[config.mk]
export PLATFORM = sky130hd
export DESIGN_NAME = pll_reconfig_ctrl_flat
export DESIGN_NICKNAME = d
export VERILOG_FILES = /design/src/rtl/pll_reconfig_ctrl_if.sv /design/src/rtl/pll_reconfig_ctrl.sv /design/src/flat_wrapper.sv
export SDC_FILE = /design/constraint.sdc
export NUM_CORES = 1
export LEC_CHECK = 0
export ABC_AREA = 1
export CAP_MARGIN = 20
export CORE_MARGIN = 8
export CORE_UTILIZATION = 45
export CTS_CLUSTER_DIAMETER = 40
export DETAILED_ROUTE_END_ITERATION = 6
export GPL_ROUTABILITY_DRIVEN = 0
export PLACE_DENSITY = 0.66
export REMOVE_ABC_BUFFERS = 1
export SLEW_MARGIN = 20
export SYNTH_ARGS = -nofsm -noshare
export SYNTH_HDL_FRONTEND = slang
export SYNTH_SLANG_ARGS = --single-unit
[constraint.sdc]
create_clock -name clkin -period 4.6 [get_ports clkin]
set_input_delay 0.69 -clock clkin [delete_from_list [all_inputs] [get_ports clkin]]
set_output_delay 0.69 -clock clkin [all_outputs]
set_load 0.02 [all_outputs]
[src/rtl/pll_reconfig_ctrl_if.sv]
`default_nettype none
// ============================================================================
//  Module      : pll_reconfig_ctrl_if
//  Description : Divider-code request channel between one requester and the
//                rPLL reconfiguration sequencer (valid/ready handshake).
//                  cfg_valid : requester presents new codes
//                  cfg_ready : controller accepts codes this cycle
//                  cfg_fdiv  : requested FBDSEL code (6 bit)
//                  cfg_idiv  : requested IDSEL code (6 bit)
//  Revision    : 1.0 - initial release
// ============================================================================
interface pll_reconfig_ctrl_if;
    logic       cfg_valid;
    logic       cfg_ready;
    logic [5:0] cfg_fdiv;
    logic [5:0] cfg_idiv;

    modport master (output cfg_valid, output cfg_fdiv, output cfg_idiv,
                    input  cfg_ready);
    modport slave  (input  cfg_valid, input  cfg_fdiv, input  cfg_idiv,
                    output cfg_ready);
endinterface
`default_nettype wire

[src/rtl/pll_reconfig_ctrl.sv]
`default_nettype none
// ============================================================================
//  Module      : pll_reconfig_ctrl
//  Description : Sequencer for an rPLL in dynamic-divider mode. Drives the PLL
//                reset and FBDSEL/IDSEL codes, supervises lock with a timeout
//                and bounded retries, and recovers from lock loss. Runs from
//                the PLL reference clock so it keeps working while unlocked.
//  Ports       : clkin        - reference clock (also the PLL CLKIN)
//                reset        - synchronous active-high reset
//                cfg          - code request channel (slave side)
//                pll_lock     - rPLL LOCK, asynchronous to clkin
//                pll_reset    - to rPLL RESET
//                pll_fdiv     - to rPLL FBDSEL (raw code)
//                pll_idiv     - to rPLL IDSEL (raw code)
//                pll_ok       - PLL locked and stable
//                fault        - lock retries exhausted
//                relock_count - saturating count of lock-loss events in RUN
//  Revision    : 1.0 - initial release
// ============================================================================
module pll_reconfig_ctrl #(
    parameter logic [5:0] DEF_FDIV     = 6'd8,
    parameter logic [5:0] DEF_IDIV     = 6'd2,
    parameter int         RST_CYCLES   = 16,
    parameter int         LOCK_STABLE  = 256,
    parameter int         LOCK_TIMEOUT = 65536,
    parameter int         MAX_RETRY    = 3,
    parameter int         CNT_W        = 17
) (
    input  wire logic          clkin,
    input  wire logic          reset,
    pll_reconfig_ctrl_if.slave cfg,
    input  wire logic          pll_lock,
    output logic               pll_reset,
    output logic [5:0]         pll_fdiv,
    output logic [5:0]         pll_idiv,
    output logic               pll_ok,
    output logic               fault,
    output logic [7:0]         relock_count
);

    localparam logic [1:0] ST_APPLY = 2'd0;
    localparam logic [1:0] ST_WAIT  = 2'd1;
    localparam logic [1:0] ST_RUN   = 2'd2;
    localparam logic [1:0] ST_FAULT = 2'd3;

    localparam logic [CNT_W-1:0] c_RST_LAST     = CNT_W'(RST_CYCLES - 1);
    localparam logic [CNT_W-1:0] c_STABLE       = CNT_W'(LOCK_STABLE);
    localparam logic [CNT_W-1:0] c_TIMEOUT_LAST = CNT_W'(LOCK_TIMEOUT - 1);
    localparam logic [CNT_W-1:0] c_CNT_ONE      = CNT_W'(1);
    localparam logic [7:0]       c_MAX_RETRY    = 8'(MAX_RETRY);

    logic [1:0]       r_state;
    logic [CNT_W-1:0] r_cnt;
    logic [CNT_W-1:0] r_stable;
    logic [7:0]       r_retries;
    logic             r_lock_meta;
    logic             r_lock_s;

    logic [1:0]       w_next_state;
    logic [CNT_W-1:0] w_cnt_nxt;
    logic [CNT_W-1:0] w_stable_nxt;
    logic [CNT_W-1:0] w_stable_inc;
    logic [7:0]       w_retries_nxt;
    logic             w_accept;
    logic             w_load_cfg;
    logic             w_relock_inc;

    // cfg_ready is registered and only high in RUN/FAULT, so a handshake
    // can only complete in those two states.
    assign w_accept     = cfg.cfg_valid && cfg.cfg_ready;
    assign w_stable_inc = r_stable + c_CNT_ONE;

    always_comb begin
        w_next_state  = r_state;
        w_cnt_nxt     = r_cnt;
        w_stable_nxt  = r_stable;
        w_retries_nxt = r_retries;
        w_load_cfg    = 1'b0;
        w_relock_inc  = 1'b0;
        case (r_state)
            ST_APPLY: begin
                if (r_cnt == c_RST_LAST) begin
                    w_next_state = ST_WAIT;
                    w_cnt_nxt    = '0;
                    w_stable_nxt = '0;
                end else begin
                    w_cnt_nxt = r_cnt + c_CNT_ONE;
                end
            end
            ST_WAIT: begin
                w_cnt_nxt    = r_cnt + c_CNT_ONE;
                w_stable_nxt = r_lock_s ? w_stable_inc : '0;
                // A lock that completes on the timeout cycle still counts.
                if (r_lock_s && (w_stable_inc == c_STABLE)) begin
                    w_next_state = ST_RUN;
                    w_cnt_nxt    = '0;
                end else if (r_cnt == c_TIMEOUT_LAST) begin
                    w_cnt_nxt = '0;
                    if (r_retries < c_MAX_RETRY) begin
                        w_retries_nxt = r_retries + 8'd1;
                        w_next_state  = ST_APPLY;
                    end else begin
                        w_next_state = ST_FAULT;
                    end
                end
            end
            ST_RUN: begin
                // New codes take precedence over a simultaneous lock loss.
                if (w_accept) begin
                    w_load_cfg    = 1'b1;
                    w_retries_nxt = '0;
                    w_next_state  = ST_APPLY;
                    w_cnt_nxt     = '0;
                end else if (!r_lock_s) begin
                    w_relock_inc  = 1'b1;
                    w_retries_nxt = '0;
                    w_next_state  = ST_APPLY;
                    w_cnt_nxt     = '0;
                end
            end
            ST_FAULT: begin
                if (w_accept) begin
                    w_load_cfg    = 1'b1;
                    w_retries_nxt = '0;
                    w_next_state  = ST_APPLY;
                    w_cnt_nxt     = '0;
                end
            end
            default: begin
                w_next_state = ST_APPLY;
                w_cnt_nxt    = '0;
            end
        endcase
    end

    // Outputs are registered from the next state so they always line up
    // with the state the block is actually in.
    always_ff @(posedge clkin) begin
        if (reset) begin
            r_state       <= ST_APPLY;
            r_cnt         <= '0;
            r_stable      <= '0;
            r_retries     <= '0;
            r_lock_meta   <= 1'b0;
            r_lock_s      <= 1'b0;
            pll_reset     <= 1'b1;
            pll_fdiv      <= DEF_FDIV;
            pll_idiv      <= DEF_IDIV;
            cfg.cfg_ready <= 1'b0;
            pll_ok        <= 1'b0;
            fault         <= 1'b0;
            relock_count  <= '0;
        end else begin
            r_state       <= w_next_state;
            r_cnt         <= w_cnt_nxt;
            r_stable      <= w_stable_nxt;
            r_retries     <= w_retries_nxt;
            r_lock_meta   <= pll_lock;
            r_lock_s      <= r_lock_meta;
            pll_reset     <= (w_next_state == ST_APPLY) || (w_next_state == ST_FAULT);
            cfg.cfg_ready <= (w_next_state == ST_RUN) || (w_next_state == ST_FAULT);
            pll_ok        <= (w_next_state == ST_RUN);
            fault         <= (w_next_state == ST_FAULT);
            // Codes only move together with the transition into APPLY,
            // i.e. while pll_reset is high.
            if (w_load_cfg) begin
                pll_fdiv <= cfg.cfg_fdiv;
                pll_idiv <= cfg.cfg_idiv;
            end
            if (w_relock_inc && (relock_count != 8'hFF)) begin
                relock_count <= relock_count + 8'd1;
            end
        end
    end

endmodule
`default_nettype wire

[src/flat_wrapper.sv]
// flat-port wrapper written by rule: the top's interface ports become plain ports
module pll_reconfig_ctrl_flat 
#(
    parameter logic [5:0] DEF_FDIV     = 6'd8,
    parameter logic [5:0] DEF_IDIV     = 6'd2,
    parameter int         RST_CYCLES   = 16,
    parameter int         LOCK_STABLE  = 256,
    parameter int         LOCK_TIMEOUT = 65536,
    parameter int         MAX_RETRY    = 3,
    parameter int         CNT_W        = 17
)
  (clkin, reset, pll_lock, pll_reset, pll_fdiv, pll_idiv, pll_ok, fault, relock_count, cfg_cfg_valid, cfg_cfg_fdiv, cfg_cfg_idiv, cfg_cfg_ready);
  pll_reconfig_ctrl_if cfg_i ();
  input  wire logic clkin;
  input  wire logic reset;
  input  wire logic pll_lock;
  output logic pll_reset;
  output logic [5:0] pll_fdiv;
  output logic [5:0] pll_idiv;
  output logic pll_ok;
  output logic fault;
  output logic [7:0] relock_count;
  input wire logic [$bits(cfg_i.cfg_valid)-1:0] cfg_cfg_valid;
  input wire logic [$bits(cfg_i.cfg_fdiv)-1:0] cfg_cfg_fdiv;
  input wire logic [$bits(cfg_i.cfg_idiv)-1:0] cfg_cfg_idiv;
  output wire logic [$bits(cfg_i.cfg_ready)-1:0] cfg_cfg_ready;
  assign cfg_i.cfg_valid = cfg_cfg_valid;
  assign cfg_i.cfg_fdiv = cfg_cfg_fdiv;
  assign cfg_i.cfg_idiv = cfg_cfg_idiv;
  assign cfg_cfg_ready = cfg_i.cfg_ready;
  pll_reconfig_ctrl #(.DEF_FDIV(DEF_FDIV), .DEF_IDIV(DEF_IDIV), .RST_CYCLES(RST_CYCLES), .LOCK_STABLE(LOCK_STABLE), .LOCK_TIMEOUT(LOCK_TIMEOUT), .MAX_RETRY(MAX_RETRY), .CNT_W(CNT_W)) u_core (.clkin(clkin), .reset(reset), .cfg(cfg_i), .pll_lock(pll_lock), .pll_reset(pll_reset), .pll_fdiv(pll_fdiv), .pll_idiv(pll_idiv), .pll_ok(pll_ok), .fault(fault), .relock_count(relock_count));
endmodule
==> results of run 1 <==
layout by cell type (no fill, tap or decap), types with 2 or more instances in the layout:
master / n
nand2_1: 148
nor2_1: 82
dfxtp_1: 70
inv_1: 61
a21oi_1: 39
clkdlybuf4s50_1: 39
nand3_1: 25
o21ai_0: 18
nand4_1: 9
ha_1: 9
clkbuf_8: 9
nor3_1: 6
xor2_1: 6
nand2_2: 5
xnor2_1: 5
nor2_4: 4
nor2_2: 4
or2_2: 4
nand3_2: 3
o21bai_1: 3
nor4_1: 3
buf_4: 3
o21ai_1: 2
nand2_4: 2
nor3b_1: 2
a31oi_1: 2
inv_6: 2
clkinvlp_4: 2
worst max-delay path: stages, from the launching register on:
cell and delay (ns):
dfxtp_1 0.38, ha_1 0.19, nand2_1 0.10, nor3b_1 0.27
nand2_1 0.10, nor2_1 0.17, nand2_1 0.10, nor2_1 0.13
nand3_1 0.10, nor2_1 0.15, ha_1 0.22, inv_1 0.05
nor2_1 0.09, nand2_1 0.05, nor4_1 0.23, nor2_1 0.11
inv_1 0.12, nand2_1 0.06, nand2_1 0.07, nand2_1 0.07
ha_1 0.27, or2_2 0.27
flip-flops by register name, summed over array words and instances, names as in the netlist:
signal and flops:
u_core.r_cnt 17, u_core.fault 1, u_core.r_retries 8, u_core.pll_reset 1
u_core.r_lock_s 1, u_core.relock_count 8, u_core.r_stable 17, u_core.r_state 2
u_core.cfg.cfg_ready 1, u_core.pll_fdiv 6, u_core.pll_ok 1, u_core.pll_idiv 6
u_core.r_lock_meta 1
power by group through the flow:
stage                     clock network [mW]  registers [mW]  logic (mW)
final                                  0.446           0.611      0.0315
after global routing                   0.485           0.611      0.0352
after CTS                              0.462           0.611      0.0318
after detailed placement                   0           0.625      0.0318
after global placement                     0           0.625      0.0309
after floorplan                            0           0.625     0.00958
metrics by stage:
| stage | util, % | hold WS, ns |
|---|---|---|
| floorplan | - | 0.388 |
| global placement | 52.4 | 0.395 |
| detailed placement | 52.4 | 0.401 |
| CTS | 54.7 | 0.413 |
| global route | 54.8 | 0.428 |
| finish | 54.8 | 0.407 |
cell usage after synthesis (2+ instances only):
| cell | instances | area, um2 |
|---|---|---|
| nand2_1 | 148 | 556 |
| nor2_1 | 82 | 308 |
| dfxtp_1 | 70 | 1400 |
| inv_1 | 61 | 229 |
| a21oi_1 | 39 | 195 |
| nand3_1 | 25 | 125 |
| o21ai_0 | 18 | 90.1 |
| clkbuf_1 | 12 | 45.0 |
| ha_1 | 9 | 113 |
| nand4_1 | 9 | 56.3 |
| nor3_1 | 6 | 30.0 |
| xor2_1 | 6 | 52.6 |
| nand2_2 | 5 | 31.3 |
| xnor2_1 | 5 | 43.8 |
| nor2_2 | 4 | 25.0 |
| nor2_4 | 4 | 45.0 |
| or2_2 | 4 | 25.0 |
| nand3_2 | 3 | 30.0 |
| nor4_1 | 3 | 18.8 |
| o21bai_1 | 3 | 22.5 |
| a31oi_1 | 2 | 12.5 |
| nand2_4 | 2 | 22.5 |
| nor3b_1 | 2 | 15.0 |
| o21ai_1 | 2 | 10.0 |
layer usage:
metal	global-route usage, %	part of all wire (%)	wire (um)
met5	0	0	0
met4	5.40	1.2	97
met3	6.14	7.0	572
met2	23.7	43	3520
met1	18.1	48	3930
path summary, 6_finish.rpt:
kind,from,endpoint,cells after the start
min reg2reg,u_core.r_lock_meta$_SDFF_PP0_,u_core.r_lock_s$_SDFF_PP0_,2
max,u_core.r_cnt[0]$_SDFFE_PP0P_,u_core.pll_reset$_SDFF_PP1_,21
min,u_core.r_lock_meta$_SDFF_PP0_,u_core.r_lock_s$_SDFF_PP0_,2
max reg2reg,u_core.r_cnt[0]$_SDFFE_PP0P_,u_core.pll_reset$_SDFF_PP1_,21
area by class of cell:
| type | count | area [um2] |
|---|---|---|
| fillers | 759 | 3480 |
| multi-input cells | 385 | 1860 |
| flip-flops and latches | 70 | 1400 |
| repair buffers | 42 | 413 |
| inverters | 63 | 236 |
| clock buffers | 10 | 128 |
| well taps | 102 | 128 |
| clock inverters | 6 | 46.3 |
kinds of logic after synthesis:
family          share of synthesized area, %
buf+inv                                 8.24
compound gates                          9.76
xor+xnor                                2.71
fa+ha+maj                               3.17
flops                                   39.5
simple gates                            36.6
==> summary.md, run 1 <==
| Metric | Value |
|---|---|
| Post-CTS sizing | `0` |
| Count of cell types in the netlist | `31` |
| Worst reg-to-reg setup slack | `1.21 ns` |
| Crit-path max FO | `4` |
| Comb pwr share | `2.9%` |
| Finished Layout Cells | `678` |
| Mapped cell area | `3550 um2` |
| Max clock buf depth | `2` |
| Synth Flop Type | `dfxtp_1` |
| Post-synthesis area per instance | `6.69 um2` |
| Clock Power Share | `41.0%` |
| Peak VDD IR | `0.195 mV` |
| Synth Instances | `531` |
| Global Route Usage Sum | `15.1%` |
| Worst EP arrival | `3.63 ns` |
| Vias in the first global route | `3224` |
| Kind of critical path | `flip-flop to flip-flop` |
| Via density | `4.87` |
| Later-pin clock latency in the skew report | `0.35 ns` |
| Synth-to-Final Area Change | `18.5%` |
| Die ar. | `11000 um2` |
| Hold Crit Class | `flip-flop to flip-flop` |
| PortBufs | `39` |
| Final max-slew violation count | `0` |
| Cts bufs inserted | `9` |
| Worst Max-Slew Pin Slew | `0.702 ns` |
| Final #Nets | `596` |
| Placed Area | `4030 um2` |
| Largest net degree at the start of global routing | `44` |
| H-Tree Depth | `3` |
| Pre-CTS setup slack | `1.33 ns` |
| Sw power | `0.265 mW` |
| Min Tclk post-route | `3.39 ns` |
| CTS tree | `built` |
| Leak Pwr | `1.70 nW` |
| Vias | `3301` |
| Flop pwr share | `56.1%` |
| Power Total | `1.09 mW` |
| Worst Clk Skew | `0.0109 ns` |
| Die H | `105 um` |
| Fraction of layout instances using a drive strength above 1 | `7.12%` |
| Final hold vios | `0` |
| Placeable Area | `7690 um2` |
| Finished Cell Area | `4210 um2` |
| Int Power | `0.824 mW` |
| Antenna violations before repair | `0` |
| # DRC | `0` |
| PwrDens | `259 nW/um2` |
| Yosys reg bits | `70` |
| Root buf cell | `clkbuf_8` |
| Switching fraction of total power | `24.3%` |
| Clock Pin Slew Worst Setup and Hold Paths | `0.08 ns` |
| Io pins | `40` |
| Final setup margin | `1.21 ns` |
| Asr flop ratio synth | `0%` |
| Initial Utilization | `46.2%` |
| CP Capture Type | `flip-flop` |
| Grt ovf | `0` |
| Die W | `105 um` |
| Worst Setup Start Kind | `flip-flop` |
| Slew HR | `53.2%` |
| Total Wirelength | `8.12 mm` |
| First-pass GRT wire length | `14.1 mm` |
| TritonRoute pass-1 iters | `4` |
| Critical Path RT | `4.83 ns` |
| RSZ-0062 raised after global routing | `no` |
| Iteration-0 DRC Markers | `143` |
| Status | `complete, no violations` |
| Sink Count | `70` |
| Endpoints failing setup | `0` |
| Final period utilization | `73.8%` |
| Max frequency | `0.295 GHz` |
| Max_cap viols | `0` |
| # rows | `32` |
| Placed insts | `661` |
| Ys Warns | `0` |
| Ant. Diodes | `0` |
| Post-CTS Hold Buffers | `0` |
| Post-synthesis sequential area ratio | `39.5%` |
| Setup bufs post-CTS | `0` |
| Post-route ant nets | `0` |
| EDFF count, synth | `0` |
| Post-DP HPWL | `5.77 mm` |
| Fin Setup TNS | `0 ns` |
| Routed len/inst | `12.0 um` |
(Power assumes the default switching activity.)
==> inputs of run 2 (changes only) <==
clock period = 3.4 ns   (was 4.6 ns; I/O delays follow)
==> run 2 against run 1 <==
  * Global-route usage grew 0.23 points
  * Clock-buffer cell count grew 1
  * Wire length grew 0.48%
  * Sequential cell count is the same
  * First-iteration DRC count shrank 20%
  * Critical endpoint unchanged
  * Register-to-register slack lost 0.92 ns
  * Non-clock buffer count is the same
  * Combinational power grew 34%
==> summary.md, run 2 (synthesis results as in run 1) <==
| Metric | Value |
|---|---|
| Fin Setup TNS | `0 ns (unchanged)` |
| Synth-to-Final Area Change | `22.1%` |
| Largest net degree at the start of global routing | `43 (-2.3%)` |
| PortBufs | `39 (unchanged)` |
| Worst EP arrival | `3.34 ns (-0.29 ns)` |
| Worst Setup Start Kind | `flip-flop` |
| Max_cap viols | `0 (unchanged)` |
| Hold Crit Class | `flip-flop to flip-flop` |
| Top Registers | `u_core.r_cnt x17, u_core.r_stable x17` |
| Worst Hold Depth | `2 (unchanged)` |
| H-Tree Depth | `3 (unchanged)` |
| R2R cell count | `21 (unchanged)` |
| Sw power | `0.340 mW (+29%)` |
| Critical Path RT | `3.62 ns (-1.21 ns)` |
| CTS tree | `built` |
| Hold endpoint | `u_core.r_lock_s$_SDFF_PP0_` |
| PwrDens | `413 nW/um2 (+60%)` |
| Comb pwr share | `2.4% (-0.5 points)` |
| Status | `complete, no violations` |
| Sequential cell area | `1400 um2 (about the same)` |
| Crit-path max FO | `3 (-1)` |
| Kind of critical path | `flip-flop to flip-flop` |
| Reg-to-Reg End | `u_core.pll_reset$_SDFF_PP1_` |
| # rows | `32 (unchanged)` |
| Switching fraction of total power | `19.0% (-5.3 points)` |
| Root buf cell | `clkbuf_8` |
| Post-route ant nets | `0 (unchanged)` |
| Multi-input logic area | `1880 um2 (+1.0%)` |
| Placeable Area | `7690 um2 (unchanged)` |
| First-pass GRT wire length | `14.2 mm (+1.0%)` |
| Total Wirelength | `8.16 mm (+0.48%)` |
| Max clock buf depth | `2 (unchanged)` |
| Final period utilization | `91.8% (+18 points)` |
| Iteration-0 DRC Markers | `114 (-20%)` |
| CP Capture Type | `flip-flop` |
| Vias in the first global route | `3216 (-0.25%)` |
| Hold path start | `u_core.r_lock_meta$_SDFF_PP0_` |
| Final hold vios | `0 (unchanged)` |
| Die ar. | `11000 um2 (unchanged)` |
| Initial Utilization | `46.2% (unchanged)` |
| Worst reg2reg path startpoint | `u_core.r_cnt[1]$_SDFFE_PP0P_` |
| Worst Max-Slew Pin Slew | `0.697 ns (-0.00454 ns)` |
| Via density | `4.91 (+0.85%)` |
| Endpoints failing setup | `0 (unchanged)` |
| Post-DP HPWL | `5.79 mm (+0.44%)` |
| Peak VDD IR | `0.223 mV (+15%)` |
| Later-pin clock latency in the skew report | `0.33 ns (-0.02 ns)` |
| Flop pwr share | `46.2% (-9.9 points)` |
| # DRC | `0 (unchanged)` |
| Routed len/inst | `12.0 um (+0.48%)` |
| Clock Power Share | `51.4% (+10 points)` |
| TritonRoute pass-1 iters | `4 (unchanged)` |
| Grt ovf | `0 (unchanged)` |
| Placed Area | `4040 um2 (+0.19%)` |
| Final max-slew violation count | `0 (unchanged)` |
| Antenna violations before repair | `0 (unchanged)` |
| Worst Clk Skew | `0.00920 ns (-0.00174 ns)` |
| Vias | `3329 (+0.85%)` |
| Die H | `105 um (unchanged)` |
| Fraction of layout instances using a drive strength above 1 | `8.33% (+1.2 points)` |
| Ant. Diodes | `0 (unchanged)` |
| Slew HR | `53.5% (+0.30 points)` |
| Max frequency | `0.321 GHz (+8.8%)` |
| Worst reg-to-reg setup slack | `0.28 ns (-0.92 ns)` |
| Most common cell after layout, fill and taps aside | `nand2_1` |
| Clock Pin Slew Worst Setup and Hold Paths | `0.08 ns (about the same)` |
| Setup bufs post-CTS | `0 (unchanged)` |
| Global Route Usage Sum | `15.3% (+0.23 points)` |
| Fillers | `743 (-2.1%)` |
| Int Power | `1.45 mW (+76%)` |
| Sink Count | `70 (unchanged)` |
| Commonest cells after routing, fill and taps aside | `nand2_1 (148), nor2_1 (80), dfxtp_1 (69), inv_1 (61)` |
| Min Tclk post-route | `3.12 ns (-0.275 ns)` |
| Cts bufs inserted | `9 (unchanged)` |
| Io pins | `40 (unchanged)` |
| Die W | `105 um (unchanged)` |
| Leak Pwr | `1.76 nW (+3.3%)` |
| Final #Nets | `596 (unchanged)` |
| Finished Cell Area | `4340 um2 (+3.0%)` |
[run 2: area by class of cell]
type | instances | area share, %
clock inverter | 5 | 2.97
inverter | 63 | 5.45
clock buffer | 11 | 3.49
sequential | 70 | 32.4
tap | 102 | 2.94
timing repair buffer | 42 | 9.52
multi-input combinational | 385 | 43.3
[run 2: how the worst max path moves through the flow]
stage | end | from
floorplan | u_core.pll_reset$_SDFF_PP1_ | u_core.r_cnt[0]$_SDFFE_PP0P_
global placement | u_core.pll_reset$_SDFF_PP1_ | u_core.r_cnt[0]$_SDFFE_PP0P_
detailed placement | u_core.pll_reset$_SDFF_PP1_ | u_core.r_cnt[0]$_SDFFE_PP0P_
CTS | u_core.pll_reset$_SDFF_PP1_ | u_core.r_cnt[0]$_SDFFE_PP0P_
global route | u_core.pll_reset$_SDFF_PP1_ | u_core.r_cnt[1]$_SDFFE_PP0P_
finish | u_core.pll_reset$_SDFF_PP1_ | u_core.r_cnt[1]$_SDFFE_PP0P_
[run 2: repair_timing]
item	CTS	global route
gates resized for setup	0	6
endpoints found under the hold margin	0	0
hold buffers	0	0
setup endpoints to repair	0	4
[run 2: worst max-delay path, cell delays in order, from the launching register on]
cell,delay (ns)
dfxtp_1,0.36
ha_1,0.18
nand2_1,0.11
nor3b_2,0.22
nand2_1,0.10
nor2_2,0.12
nand2_1,0.08
nor2_1,0.12
nand3_1,0.11
nor2_2,0.13
ha_2,0.20
inv_1,0.04
nor2_1,0.07
nand2_1,0.07
nor4_2,0.17
nor2_1,0.08
inv_1,0.11
nand2_1,0.06
nand2_1,0.07
nand2_1,0.07
ha_1,0.27
or2_2,0.26
[run 2: routing by layer]
| layer | up-vias | GRT usage [%] | wire [um] |
|---|---|---|---|
| met5 | - | 0 | 0 |
| met4 | 0 | 6.73 | 102 |
| met3 | 8 | 5.47 | 608 |
| met2 | 71 | 23.6 | 3590 |
| met1 | 1503 | 18.8 | 3860 |
| li1 | 1747 | - | - |
[run 2: metrics by stage]
step	hold slack, ns	setup WS [ns]	util (%)	power (mW)	cells
final	0.408	0.280	56.4	1.79	678
after floorplan	0.388	0.457	-	0.858	518
after global placement	0.398	0.215	52.5	0.887	662
after detailed placement	0.399	0.132	52.5	0.889	662
after CTS	0.411	0.119	56.1	1.81	678
after global routing	0.421	-0.0353	56.4	1.85	678
[run 2: power by group through the flow]
stage / combinational [mW] / sequential (mW) / clock [mW]
floorplan: 0.0130 / 0.845 / 0
global placement: 0.0419 / 0.845 / 0
detailed placement: 0.0429 / 0.846 / 0
CTS: 0.0430 / 0.826 / 0.943
global route: 0.0478 / 0.827 / 0.973
finish: 0.0423 / 0.827 / 0.920
==> inputs of run 3 (changes only) <==
--- a/config.mk
+++ b/config.mk
@@ -14,2 +14,3 @@
 export GPL_ROUTABILITY_DRIVEN = 0
+export HOLD_SLACK_MARGIN = 0.12
 export PLACE_DENSITY = 0.66
==> constraint.sdc (replaced) <==
create_clock -name clkin -period 3.4 [get_ports clkin]
set_input_delay 0.34 -clock clkin [delete_from_list [all_inputs] [get_ports clkin]]
set_output_delay 0.34 -clock clkin [all_outputs]
set_load 0.02 [all_outputs]
==> run 3 against run 2 <==
  * Fmax grew 0.69%
  * Clock-buffer cell count decreased by 1
  * Register-to-register slack improved by 0.02 ns
  * Highest routed layer unchanged
  * Hold slack got worse by 0.00099 ns
  * Non-clock buffer count is 2 higher
  * Cell area decreased by 1.5%
  * Setup slack better by 0.021 ns
  * Total power down 13%
==> summary.md, run 3 (synthesis results as in run 1) <==
| Metric | Value |
|---|---|
| Worst EP arrival | `3.34 ns (about the same)` |
| Worst Setup Start Kind | `flip-flop` |
| Sequential cell area | `1400 um2 (about the same)` |
| Leak Pwr | `1.72 nW (-2.3%)` |
| Worst reg-to-reg setup slack | `0.30 ns (+0.02 ns)` |
| PwrDens | `364 nW/um2 (-12%)` |
| Synth-to-Final Area Change | `20.3%` |
| Kind of critical path | `flip-flop to flip-flop` |
| Top delay family on crit path | `simple AND/OR/NAND/NOR gates` |
| Die W | `105 um (unchanged)` |
| Peak VDD IR | `0.256 mV (+15%)` |
| # rows | `32 (unchanged)` |
| Reg-to-Reg End | `u_core.pll_reset$_SDFF_PP1_` |
| Fraction of layout instances using a drive strength above 1 | `8.82% (+0.49 points)` |
| Root buf cell | `clkbuf_8` |
| Post-CTS Hold Buffers | `0 (unchanged)` |
| Fillers | `745 (+0.27%)` |
| Slew HR | `52.2% (-1.3 points)` |
| Placeable Area | `7690 um2 (unchanged)` |
| H-Tree Depth | `3 (unchanged)` |
| Slowest cell on crit path | `dfxtp_2` |
| Max_cap viols | `0 (unchanged)` |
| Total Wirelength | `8.21 mm (+0.65%)` |
| Worst path most repeated cell | `nand2_1` |
| Max frequency | `0.323 GHz (+0.69%)` |
| Vias in the first global route | `3253 (+1.2%)` |
| Die H | `105 um (unchanged)` |
| Clock Pin Slew Worst Setup and Hold Paths | `0.08 ns (about the same)` |
| Antenna violations before repair | `0 (unchanged)` |
| Io pins | `40 (unchanged)` |
| Worst reg2reg path startpoint | `u_core.r_cnt[0]$_SDFFE_PP0P_` |
| Ant. Diodes | `0 (unchanged)` |
| TritonRoute pass-1 iters | `4 (unchanged)` |
| Crit path largest cell delay | `0.36 ns (about the same)` |
| Critical Path RT | `3.64 ns (+0.02 ns)` |
| First-pass GRT wire length | `14.3 mm (+0.39%)` |
| Multi-input logic area | `1880 um2 (+0.13%)` |
| R2R cell count | `21 (unchanged)` |
| Finished Layout Cells | `680 (+0.29%)` |
| Status | `complete, no violations` |
| Initial Utilization | `46.2% (unchanged)` |
| Worst Max-Slew Pin Slew | `0.717 ns (+0.0195 ns)` |
| CTS tree | `built` |
| Iteration-0 DRC Markers | `103 (-9.6%)` |
| Worst Clk Skew | `0.0114 ns (+0.00217 ns)` |
| Later-pin clock latency in the skew report | `0.35 ns (+0.02 ns)` |
| Via density | `4.95 (+0.72%)` |
| Number of buffers and inverters on the critical path | `2 (unchanged)` |
| Fin Setup TNS | `0 ns (unchanged)` |
| Worst setup startpoint | `u_core.r_cnt[0]$_SDFFE_PP0P_` |
| Commonest cells after routing, fill and taps aside | `nand2_1 (148), nor2_1 (79), dfxtp_1 (68), inv_1 (61)` |
| Sink Count | `70 (unchanged)` |
| PortBufs | `39 (unchanged)` |
| Max clock buf depth | `2 (unchanged)` |
| Critical Path, Cell by Cell | `ha_1, nand2_1, nor3b_2, nand2_1, nor2_2, nand2_1, nor2_2, nand3_1, nor2_2, ha_2, inv_1, nor2_1, nand2_1, nor4_2, nor2_1, inv_1, nand2_1, nand2_1, nand2_1, ha_1, or2_2` |
| Final max-slew violation count | `0 (unchanged)` |
| Hold Crit Class | `flip-flop to flip-flop` |
| Routed len/inst | `12.1 um (+0.35%)` |
| Power Total | `1.56 mW (-13%)` |
| Most common cell after layout, fill and taps aside | `nand2_1` |
| Min Hold Slack | `0.407 ns (-0.000986 ns)` |
| Final period utilization | `91.1% (-0.63 points)` |
| Die ar. | `11000 um2 (unchanged)` |
| Top Registers | `u_core.r_cnt x17, u_core.r_stable x17` |
| Vias | `3363 (+1.0%)` |
| Cts bufs inserted | `9 (unchanged)` |
| Critical Path End | `u_core.pll_reset$_SDFF_PP1_` |
| Grt ovf | `0 (unchanged)` |
| Min Tclk post-route | `3.10 ns (-0.0213 ns)` |
| Post-DP HPWL | `5.86 mm (+1.2%)` |
| Final hold vios | `0 (unchanged)` |
| Placed insts | `662 (unchanged)` |
| Largest net degree at the start of global routing | `43 (unchanged)` |
| Final #Nets | `598 (+0.34%)` |
| Crit-path max FO | `4 (+1)` |
| CP Capture Type | `flip-flop` |
| Stages on the worst setup path | `21 (unchanged)` |
| Endpoints failing setup | `0 (unchanged)` |
| Post-route ant nets | `0 (unchanged)` |
| # DRC | `0 (unchanged)` |
| Global Route Usage Sum | `15.4% (+0.056 points)` |
-- run 3: report_power, final --
part / switching [mW] / internal [mW] / total (mW)
clock network: 0.342 / 0.344 / 0.686
logic: 0.0207 / 0.0215 / 0.0422
registers: 0.00322 / 0.824 / 0.827
-- run 3: layer usage --
metal  GRT usage (%)  wire length [um]
met1            18.1              3940
met2            24.5              3540
met3            5.28               567
met4            7.54               168
met5               0                 0
-- run 3: what timing repair did --
action | in CTS | in global routing
gates resized for setup | 0 | 8
buffers inserted | 0 | 2
setup endpoints to repair | 0 | 12
-- run 3: final cells by class --
cell class | instances | share of cell area, %
Multi-Input combinational cell | 385 | 44.0
Sequential cell | 70 | 32.9
Timing Repair Buffer | 44 | 10.0
Inverter | 63 | 5.54
Clock buffer | 10 | 2.99
Tap cell | 102 | 2.99
Clock inverter | 6 | 1.64
-- run 3: tightest hold or removal path, cell delays in order (launching register included) --
cell and delay (ns):
dfxtp_1 0.30, inv_1 0.04, nor2_1 0.03
-- run 3: worst min-delay path by stage --
| stage | start | to | slack [ns] | cells past startpoint |
|---|---|---|---|---|
| after CTS | u_core.r_lock_meta$_SDFF_PP0_ | u_core.r_lock_s$_SDFF_PP0_ | 0.41 | 2 |
| after detailed placement | u_core.r_lock_meta$_SDFF_PP0_ | u_core.r_lock_s$_SDFF_PP0_ | 0.40 | 2 |
| after global routing | u_core.r_lock_meta$_SDFF_PP0_ | u_core.r_lock_s$_SDFF_PP0_ | 0.42 | 2 |
| after global placement | u_core.r_lock_meta$_SDFF_PP0_ | u_core.r_lock_s$_SDFF_PP0_ | 0.40 | 2 |
| after floorplan | u_core.r_lock_meta$_SDFF_PP0_ | u_core.r_lock_s$_SDFF_PP0_ | 0.39 | 2 |
| final | u_core.r_lock_meta$_SDFF_PP0_ | u_core.r_lock_s$_SDFF_PP0_ | 0.41 | 2 |
-- run 3: metrics by stage --
step                utilization, %  worst slack [ns]  instance area (um2)
global route                  55.6           -0.0568                 4270
global placement              52.5             0.213                 4040
detailed placement            52.5            0.0328                 4040
floorplan                        -             0.457                 3490
CTS                           55.1           0.00406                 4230
finish                        55.6             0.302                 4270
